### config.mk
export PLATFORM = sky130hd
export DESIGN_NAME = tensor_dma_sink
export DESIGN_NICKNAME = d
export VERILOG_FILES = /design/src/rtl/tensor_dma_sink.sv
export SDC_FILE = /design/constraint.sdc
export NUM_CORES = 1
export LEC_CHECK = 0
export CAP_MARGIN = 20
export CELL_PAD_IN_SITES_DETAIL_PLACEMENT = 0
export CELL_PAD_IN_SITES_GLOBAL_PLACEMENT = 1
export CORE_UTILIZATION = 49
export CTS_CLUSTER_DIAMETER = 60
export DETAILED_ROUTE_END_ITERATION = 12
export DONT_BUFFER_PORTS = 1
export PLACE_DENSITY_LB_ADDON = 0.1
export SETUP_SLACK_MARGIN = 0.1
export SLEW_MARGIN = 20
export SYNTH_ARGS = -nofsm -noshare
export SYNTH_HDL_FRONTEND = slang
export SYNTH_SLANG_ARGS = --single-unit
### constraint.sdc
create_clock -name clk -period 3.1 [get_ports clk]
set_input_delay 0.62 -clock clk [delete_from_list [all_inputs] [get_ports clk]]
set_output_delay 0.62 -clock clk [all_outputs]
set_load 0.01 [all_outputs]
### src/rtl/tensor_dma_sink.sv
// Tensor-side DMA responder: four word banks (A, B, X results, W) with fill, drain and result-push paths.
// Optional TSINK_SHAPE_CHECK_EN: compare words moved against depth*width when a transfer completes.
module tensor_dma_sink #(
  parameter int DATAWIDTH  = 8,
  parameter int BANK_WORDS = 64,
  localparam int AW        = $clog2(BANK_WORDS)
) (
  input  logic                 clk,
  input  logic                 rst_n,
  input  logic [1:0]           set,
  input  logic [DATAWIDTH-1:0] depth_in,
  input  logic [DATAWIDTH-1:0] width_in,
  input  logic                 busy,
  input  logic                 tensor_wen,
  input  logic                 tensor_ren,
  input  logic                 finished_tr,
  input  logic [DATAWIDTH-1:0] data_in,
  output logic [DATAWIDTH-1:0] data_out,
  output logic                 data_out_vld,
  input  logic                 res_wen,
  input  logic [DATAWIDTH-1:0] res_data,
  output logic [3:0]           bank_valid,
  output logic [AW:0]          x_count,
  output logic [DATAWIDTH-1:0] col_idx,
  output logic [DATAWIDTH-1:0] row_idx,
  output logic                 err
);

  localparam logic [AW:0] FULL_CNT = (AW+1)'(BANK_WORDS);
  localparam logic [1:0]  SET_X    = 2'd2;

  typedef enum logic [1:0] {IDLE, FILL, DRAIN, DONE} state_t;

  state_t                 state_q;
  logic [1:0]             set_q;
  logic [DATAWIDTH-1:0]   depth_q, width_q;
  logic [DATAWIDTH-1:0]   col_q, row_q, col_d, row_d;
  logic [AW:0]            wptr_q, x_count_q;
  logic [AW-1:0]          rptr_q, xwptr_q;
  logic                   busy_q;
  logic [DATAWIDTH-1:0]   mem_q [4][BANK_WORDS];

  logic fill_we, fill_ovf, pop_req, pop_ok, push_ok, push_drop, step, end_tr, shape_ok;

`ifdef TSINK_SHAPE_CHECK_EN
  logic [2*DATAWIDTH-1:0] moved_q, expect_words;
  assign expect_words = depth_q * width_q;
  assign shape_ok     = (moved_q == expect_words);
`else
  assign shape_ok     = 1'b1;
`endif

  function automatic logic [AW-1:0] ptr_inc(input logic [AW-1:0] p);
    return (p == AW'(BANK_WORDS-1)) ? '0 : p + 1'b1;
  endfunction

  always_comb begin
    fill_we   = (state_q == FILL) && tensor_wen && (wptr_q != FULL_CNT);
    fill_ovf  = (state_q == FILL) && tensor_wen && (wptr_q == FULL_CNT);
    pop_req   = (state_q == DRAIN) && tensor_ren;
    pop_ok    = pop_req && (x_count_q != '0);
    // A full X can still accept a push when a pop frees a slot in the same cycle.
    push_ok   = res_wen && ((x_count_q != FULL_CNT) || pop_ok);
    push_drop = res_wen && !push_ok;
    step      = fill_we || pop_ok;
    end_tr    = finished_tr || (busy_q && !busy);
  end

  always_comb begin
    col_d = col_q;
    row_d = row_q;
    if ((depth_q != '0) && (width_q != '0)) begin
      if (col_q == depth_q - 1'b1) begin
        col_d = '0;
        row_d = row_q + 1'b1;
      end else begin
        col_d = col_q + 1'b1;
      end
    end
  end

  always_ff @(posedge clk) begin
    if (fill_we) mem_q[set_q][wptr_q[AW-1:0]] <= data_in;
    if (push_ok) mem_q[SET_X][xwptr_q]         <= res_data;
  end

  always_ff @(posedge clk or negedge rst_n) begin
    if (!rst_n) begin
      state_q      <= IDLE;
      set_q        <= '0;
      depth_q      <= '0;
      width_q      <= '0;
      col_q        <= '0;
      row_q        <= '0;
      wptr_q       <= '0;
      rptr_q       <= '0;
      xwptr_q      <= '0;
      x_count_q    <= '0;
      busy_q       <= 1'b0;
      data_out     <= '0;
      data_out_vld <= 1'b0;
      bank_valid   <= '0;
      err          <= 1'b0;
`ifdef TSINK_SHAPE_CHECK_EN
      moved_q      <= '0;
`endif
    end else begin
      busy_q       <= busy;
      data_out_vld <= pop_req;
      if (pop_ok)       data_out <= mem_q[SET_X][rptr_q];
      else if (pop_req) data_out <= '0;
      if (push_ok) xwptr_q <= ptr_inc(xwptr_q);
      if (pop_ok)  rptr_q  <= ptr_inc(rptr_q);
      case ({push_ok, pop_ok})
        2'b10:   x_count_q <= x_count_q + 1'b1;
        2'b01:   x_count_q <= x_count_q - 1'b1;
        default: x_count_q <= x_count_q;
      endcase
      if (push_drop || fill_ovf || (pop_req && !pop_ok)) err <= 1'b1;
      if (step) begin
        col_q <= col_d;
        row_q <= row_d;
`ifdef TSINK_SHAPE_CHECK_EN
        moved_q <= moved_q + 1'b1;
`endif
      end
      case (state_q)
        IDLE: begin
          if (busy && !busy_q) begin
            set_q           <= set;
            depth_q         <= depth_in;
            width_q         <= width_in;
            col_q           <= '0;
            row_q           <= '0;
            wptr_q          <= '0;
            bank_valid[set] <= 1'b0;
            state_q         <= (set == SET_X) ? DRAIN : FILL;
`ifdef TSINK_SHAPE_CHECK_EN
            moved_q         <= '0;
`endif
          end
        end
        FILL: begin
          if (fill_we) wptr_q <= wptr_q + 1'b1;
          if (end_tr)  state_q <= DONE;
        end
        DRAIN: begin
          if (end_tr) state_q <= DONE;
        end
        default: begin
          if (set_q != SET_X) bank_valid[set_q] <= shape_ok;
          bank_valid[SET_X] <= (x_count_q != '0) && ((set_q != SET_X) || shape_ok);
          if (!shape_ok) err <= 1'b1;
          state_q <= IDLE;
        end
      endcase
    end
  end

  assign x_count = x_count_q;
  assign col_idx = col_q;
  assign row_idx = row_q;

endmodule

==> results of run 1 <==
repair_timing:
| action | CTS | global route |
|---|---|---|
| pin swaps | 6 | 4 |
| gates resized for setup | 2 | 21 |
| hold buffers | 2 | 0 |
| setup endpoints to repair | 1 | 302 |
| endpoints found under the hold margin | 77 | 0 |
| buffers inserted | 3 | 2 |
cell type report:
type                       instances  area (um2)
fill                            5008       27300
sequential                       589       17300
multi-input combinational       1311       12600
clock buffer                      96        1960
timing repair buffer             153        1240
tap                              837        1050
clock inverter                    24         248
inverter                          25        93.8
antenna                            1        2.50
cells by family after synthesis:
| kind of cell | after synthesis | share of synthesized area (%) |
|---|---|---|
| xor+xnor | 31 | 0.928 |
| buf+inv | 223 | 3.04 |
| mux | 680 | 28.8 |
| compound gates | 209 | 4.35 |
| simple gates | 372 | 5.77 |
| fa+ha+maj | 19 | 0.798 |
| flops | 589 | 56.3 |
flip-flops by register name (all words and copies together), names as in the netlist, 6 cells and up, named ones only:
| name | cells |
|---|---|
| data_out | 8 |
| col_idx | 8 |
| width_q | 8 |
| mem_q | 512 |
| xwptr_q | 6 |
| wptr_q | 7 |
| depth_q | 8 |
| x_count | 7 |
| row_idx | 8 |
| rptr_q | 6 |
metrics by stage:
stage	hold slack (ns)	cell area, um2	setup WS, ns
final	0.0504	34500	0.152
after global routing	0.0326	34500	0.0113
after CTS	0.0214	34400	0.0891
after detailed placement	0.327	32200	0.0737
after global placement	0.326	32200	-0.119
after floorplan	0.324	30800	0.137
cells in the final DEF (no fill, tap or decap), types with 6 or more instances in the layout:
cell type / n
o21ai_0: 84
mux2_2: 514
nand3_1: 43
inv_1: 20
a21oi_1: 31
a2111oi_0: 7
nor3_1: 17
nand2_1: 157
nor2_1: 50
nand2_2: 22
mux2i_1: 53
o221ai_1: 7
dfrtp_1: 72
o22ai_1: 6
mux4_2: 113
nand2b_1: 10
a22o_1: 9
nand4_1: 13
clkbuf_16: 74
nor2b_1: 14
clkinv_1: 9
edfxtp_1: 512
o21ai_1: 6
a22oi_1: 13
clkinv_2: 7
xor2_1: 14
xnor2_1: 16
clkbuf_1: 19
buf_4: 143
and2_1: 7
ha_1: 17
worst max-delay path: stages (launching register included):
cell and delay [ns]:
dfrtp_1 0.37, inv_1 0.09, ha_1 0.15, nand2_1 0.09, nand4_1 0.12, buf_4 0.12
buf_4 0.09, buf_4 0.10, nand2_1 0.12, nor3_2 0.45, buf_4 0.29, nand2_1 0.26
o21ai_0 0.18, buf_4 0.22
per-layer routing:
metal,vias to the layer above,share of wire [%],global-route usage [%]
li1,8208,-,-
met2,788,47,47.0
met3,139,7.8,5.87
met1,9985,42,40.0
met5,-,0,0
met4,0,3.1,10.2
worst paths after layout:
kind / startpoint / to / slack, ns / depth (start not counted)
worst max-delay path: state_q[0] / mem_q[2][229] / 0.15 / 13
max in group asynchronous: rst_n / rptr_q[1] / 2.11 / 2
min in group asynchronous: rst_n / col_idx[2] / 0.58 / 2
worst max register to register: state_q[0] / mem_q[2][229] / 0.15 / 13
worst min-delay path: busy / busy_q / 0.05 / 0
worst min register to register: width_q[2] / width_q[2] / 0.47 / 2
synthesized netlist by cell type, drive strengths merged, types with 13 or more instances:
master  number
ha          18
nor2        52
mux2       514
a22oi       13
o21ai       91
buf         65
xor2        14
inv         24
mux4       113
nor2b       14
xnor2       16
mux2i       53
a21oi       32
edfxtp     512
nand4       13
nor3        20
dfrtp       77
nand2      179
clkbuf     133
nand3       43
report_power, final:
part	total (mW)	internal, mW	switching, mW
logic	7.25	3.29	3.97
clock network	8.06	4.83	3.23
registers	9.99	9.26	0.729
total	25.3	17.4	7.92
==> flow_metrics.py, run 1 <==
metrics = {
    "timing": {
        "drv_slew": 0,
        "setup_viol": 0,
        "tns_ns": 0,
        "rsz0062_at_grt": "true",
        "tightest_slew_ns": 1.14,
        "max_freq_ghz": 0.339,
        "period_share_pct": 95.1,
        "hold_viol": 0,
        "finalCriticalPeriod_ns": 2.95,
        "maxSlewHeadroom_pct": 23.7,
        "clock_skew_ns": 0.0191,
    },
    "drt": {
        "drt_iter0_drc": 1918,
        "ant_nets": 0,
        "vias": 19100,
        "drt_first_pass_iters": 6,
        "vias_per_cell": 6.30,
        "wl_per_cell_um": 30.3,
        "wl_um": 92100,
        "drc": 0,
    },
    "die": {
        "rows": 91,
        "core_mm2": 0.0618,
        "start_util_pct": 49.7,
        "die_h_um": 252,
        "die-area_mm2": 0.0637,
        "die_x_um": 252,
        "ioPinCount": 78,
    },
    "placed_design": {
        "globalplace.congestion": 0.885,
        "place_hpwl_um": 56900,
        "placedCellCount": 2908,
        "portBuffers": 0,
    },
    "worst_setup_path": {
        "crit_type": "flip-flop to flip-flop",
        "cp.required_ns": 3.40,
        "worstPathArrival_ns": 3.25,
        "cp-start-kind": "flip-flop",
        "end_kind": "flip-flop",
        "critPathMaxFanout": 9,
    },
    "yosys": {
        "syn_nets": 2183,
        "syn_inst": 2123,
        "ys.warnings.count": 0,
        "synth-seq-area-share_pct": 56.3,
        "synth-edff-count": 512,
        "ys_ff_latch": 589,
        "synth_top_area_share_pct": 50.0,
        "yosys.cell_types.count": 71,
        "yosys.area.top_type": "edfxtp_1",
        "async_flop_share_pct": 13.1,
        "dominantRegCellSynth": "edfxtp_1",
        "synth_area_per_cell_um2": 14.5,
        "syn-cell-area_mm2": 0.0307,
        "synthTopCellsByArea": "edfxtp_1, mux2_2, mux4_2, dfrtp_1, nand2_1",
    },
    "global_route": {
        "grt_antenna_before_repair": 1,
        "grt_start_max_net_pins": 78,
        "grt_pass1_wl_um": 135000,
        "track_usage_pct": 29.4,
        "gr-total-overflow": 0,
        "grt_pass1_vias": 19200,
    },
    "cts": {
        "worstSkewPairLatency_ns": 0.60,
        "cts.clk_slew.worst_paths_ns": 0.06,
        "cts_root_buffer": "clkbuf_16",
        "cts_buffers": 68,
        "cts_sinks": 589,
        "cts_buffer_depth": 3,
        "cts_max_level": 3,
        "cts_tree": "built",
    },
    "finish": {
        "finalNonFillerCells": 3036,
        "drive_gt1_share_pct": 42.1,
        "final_util_pct": 55.8,
        "area_growth_pct": 12.3,
        "fin_nets": 2208,
    },
    "pwr": {
        "p_leak_nw": 12.0,
        "powerDensity_mw_per_mm2": 733,
        "vdd_drop_max_uv": 539,
        "finalPower_mw": 25.3,
    },
    "worst_hold_path": {
        "worstHoldPathType": "input port to flip-flop",
    },
    "status": {
        "status": "completed",
    },
    "run": {
        "drv_cap": 0,
    },
}
Note: power is estimated with default switching activity, not from simulation.
==> inputs of run 2 (changes only) <==
--- a/config.mk
+++ b/config.mk
@@ -8,7 +8,7 @@
 export CAP_MARGIN = 20
 export CELL_PAD_IN_SITES_DETAIL_PLACEMENT = 0
 export CELL_PAD_IN_SITES_GLOBAL_PLACEMENT = 1
-export CORE_UTILIZATION = 49
+export CORE_UTILIZATION = 55
 export CTS_CLUSTER_DIAMETER = 60
 export DETAILED_ROUTE_END_ITERATION = 12
 export DONT_BUFFER_PORTS = 1
==> constraint.sdc (replaced) <==
create_clock -name clk -period 2.91 [get_ports clk]
set_input_delay 0.582 -clock clk [delete_from_list [all_inputs] [get_ports clk]]
set_output_delay 0.582 -clock clk [all_outputs]
set_load 0.01 [all_outputs]
==> run 2 against run 1 <==
Register-to-register slack worse by 0.11 ns. Non-clock buffer count increased by 41. First-iteration DRC count grew 5.1%. Cell count decreased by 1.6%. Final area rose by 0.41%. Setup slack lost 0.11 ns. Largest cell class unchanged.
==> flow_metrics.py, run 2 (same netlist as run 1, synthesis figures left out) <==
metrics = {
    "global_route": {
        "track_usage_pct": 31.8,
        "grt_antenna_before_repair": 0,
        "grt_pass1_wl_um": 131000,
        "grt_pass1_vias": 19500,
        "grt_start_max_net_pins": 78,
        "gr-total-overflow": 0,
    },
    "timing": {
        "maxSlewHeadroom_pct": 25.9,
        "rsz0062_at_grt": "true",
        "period_share_pct": 98.4,
        "max_freq_ghz": 0.349,
        "drv_slew": 0,
        "fin_ws_ns": 0.0457,
        "hold_viol": 0,
        "clock_skew_ns": 0.0303,
        "finalCriticalPeriod_ns": 2.86,
        "tightest_slew_ns": 1.10,
        "setup_viol": 0,
    },
    "worst_setup_path": {
        "cp_slowest_stage_delay_ns": 0.41,
        "end_kind": "flip-flop",
        "r2r_start": "x_count[1]",
        "critPathMaxFanout": 3,
        "crit_type": "flip-flop to flip-flop",
        "cp_common_cell": "o21ai_2",
        "slowest_stage": "dfrtp_1",
        "cp.required_ns": 3.39,
        "cp_top_family": "simple AND/OR/NAND/NOR gates",
        "critical_path.cell_chain": "nor4_4 -> nand4_1 -> and2_4 -> inv_4 -> ha_4 -> inv_2 -> fa_2 -> nor2b_2 -> o21ai_2 -> a21oi_2 -> o21ai_2 -> nand3_1 -> or3b_4 -> xnor2_1",
        "cp-startpoint": "x_count[1]",
        "worstPathArrival_ns": 3.35,
        "cp_num_buf_inv": 2,
        "cp-start-kind": "flip-flop",
    },
    "finish": {
        "regArea_mm2": 0.0173,
        "area_growth_pct": 12.7,
        "largest_reg_flops": 512,
        "final_common_cell": "mux2_2",
        "fin_nets": 2248,
        "fillers": 4216,
        "top_register": "mem_q",
        "final_util_pct": 62.8,
        "drive_gt1_share_pct": 43.3,
        "antenna_cells": 0,
        "layout_common_cells": "mux2_2, edfxtp_1, buf_4",
        "multiInputGateArea_mm2": 0.0126,
        "finalNonFillerCells": 2986,
        "final_cell_area_mm2": 0.0347,
    },
    "die": {
        "ioPinCount": 78,
        "core_mm2": 0.0552,
        "die_h_um": 238,
        "rows": 86,
        "die-area_mm2": 0.0568,
        "start_util_pct": 55.7,
        "die_x_um": 238,
    },
    "placed_design": {
        "portBuffers": 0,
        "pre_cts_ws_ns": -0.0473,
        "place_hpwl_um": 55500,
        "placedCellCount": 2857,
        "globalplace.congestion": 0.944,
        "postPlaceCellArea_mm2": 0.0324,
    },
    "cts": {
        "cts_root_buffer": "clkbuf_16",
        "cts.clk_slew.worst_paths_ns": 0.06,
        "cts_max_level": 3,
        "worstSkewPairLatency_ns": 0.62,
        "cts_sinks": 589,
        "cts_buffers": 67,
        "cts_buffer_depth": 3,
        "cts_tree": "built",
    },
    "drt": {
        "wl_um": 88800,
        "drt_first_pass_iters": 5,
        "drc": 0,
        "vias_per_cell": 6.48,
        "wl_per_cell_um": 29.7,
        "ant_nets": 0,
        "vias": 19300,
        "drt_iter0_drc": 2016,
    },
    "pwr": {
        "pwr-share-clk_pct": 30.7,
        "comb_power_share_pct": 30.2,
        "seq_power_share_pct": 39.1,
        "p_leak_nw": 12.2,
        "vdd_drop_max_uv": 488,
        "power.internal_mw": 18.5,
        "powerDensity_mw_per_mm2": 778,
        "switchingPower_mw": 8.47,
        "power.share.switching_pct": 31.4,
    },
    "run": {
        "drv_cap": 0,
    },
    "status": {
        "status": "completed",
    },
    "worst_hold_path": {
        "worstHoldPathType": "input port to flip-flop",
        "hold_start": "set[0]",
    },
}
-- run 2: changes by cell type in the layout (fill, tap and decap cells not counted), sizes merged --
cell and change:
buf +40, clkbuf -3, clkinv +3, bufinv -2, diode -1, dlygate4sd3 +1, inv +1
-- run 2: timing repair --
action                                 4_1_cts  5_1_grt
hold buffers                                 3        0
pin swaps                                    3        8
setup endpoints to repair                   10      172
endpoints found under the hold margin       78        0
buffers inserted                             1        6
resized for setup                            4       18
-- run 2: final timing paths --
path	end	slack [ns]	cells past startpoint
min	bank_valid[1]	0.06	1
max in group asynchronous	rptr_q[0]	1.99	2
max	x_count[6]	0.05	14
min reg2reg	width_q[2]	0.46	2
min in group asynchronous	row_idx[3]	0.51	2
max reg2reg	x_count[6]	0.05	14
-- run 2: cell type report --
type	instances	share of cell area [%]
Clock inverter	26	0.610
Timing Repair Buffer	194	4.58
Clock buffer	93	5.51
Multi-Input combinational cell	1311	36.3
Tap cell	748	2.70
Sequential cell	589	50.0
Inverter	25	0.285
-- run 2: through the flow --
| step | setup TNS (ns) | power (mW) | hold WS [ns] |
|---|---|---|---|
| 2_1_floorplan | 0 | 15.9 | 0.286 |
| 3_3_place_gp | -14.31 | 18.5 | 0.288 |
| 3_5_place_dp | -0.0473 | 18.7 | 0.289 |
| 4_1_cts | 0 | 27.0 | 0.0413 |
| 5_1_grt | -0.0755 | 27.9 | 0.0569 |
| 6_report | 0 | 27.0 | 0.0642 |
-- run 2: layer usage --
metal | vias up | part of all wire (%) | global-route usage (%)
met3 | 186 | 8.2 | 5.61
li1 | 8298 | - | -
met2 | 863 | 48 | 51.0
met4 | 0 | 3.4 | 11.5
met1 | 9994 | 41 | 43.8
met5 | - | 0 | 0
-- run 2: power by group through the flow --
stage          sequential, mW  combinational (mW)  clock (mW)
6_report                 10.5                8.13        8.28
5_1_grt                  10.6                8.62        8.67
4_1_cts                  10.5                8.05        8.38
3_5_place_dp             10.7                7.97           0
3_3_place_gp             10.7                7.86           0
2_1_floorplan            10.4                5.47           0
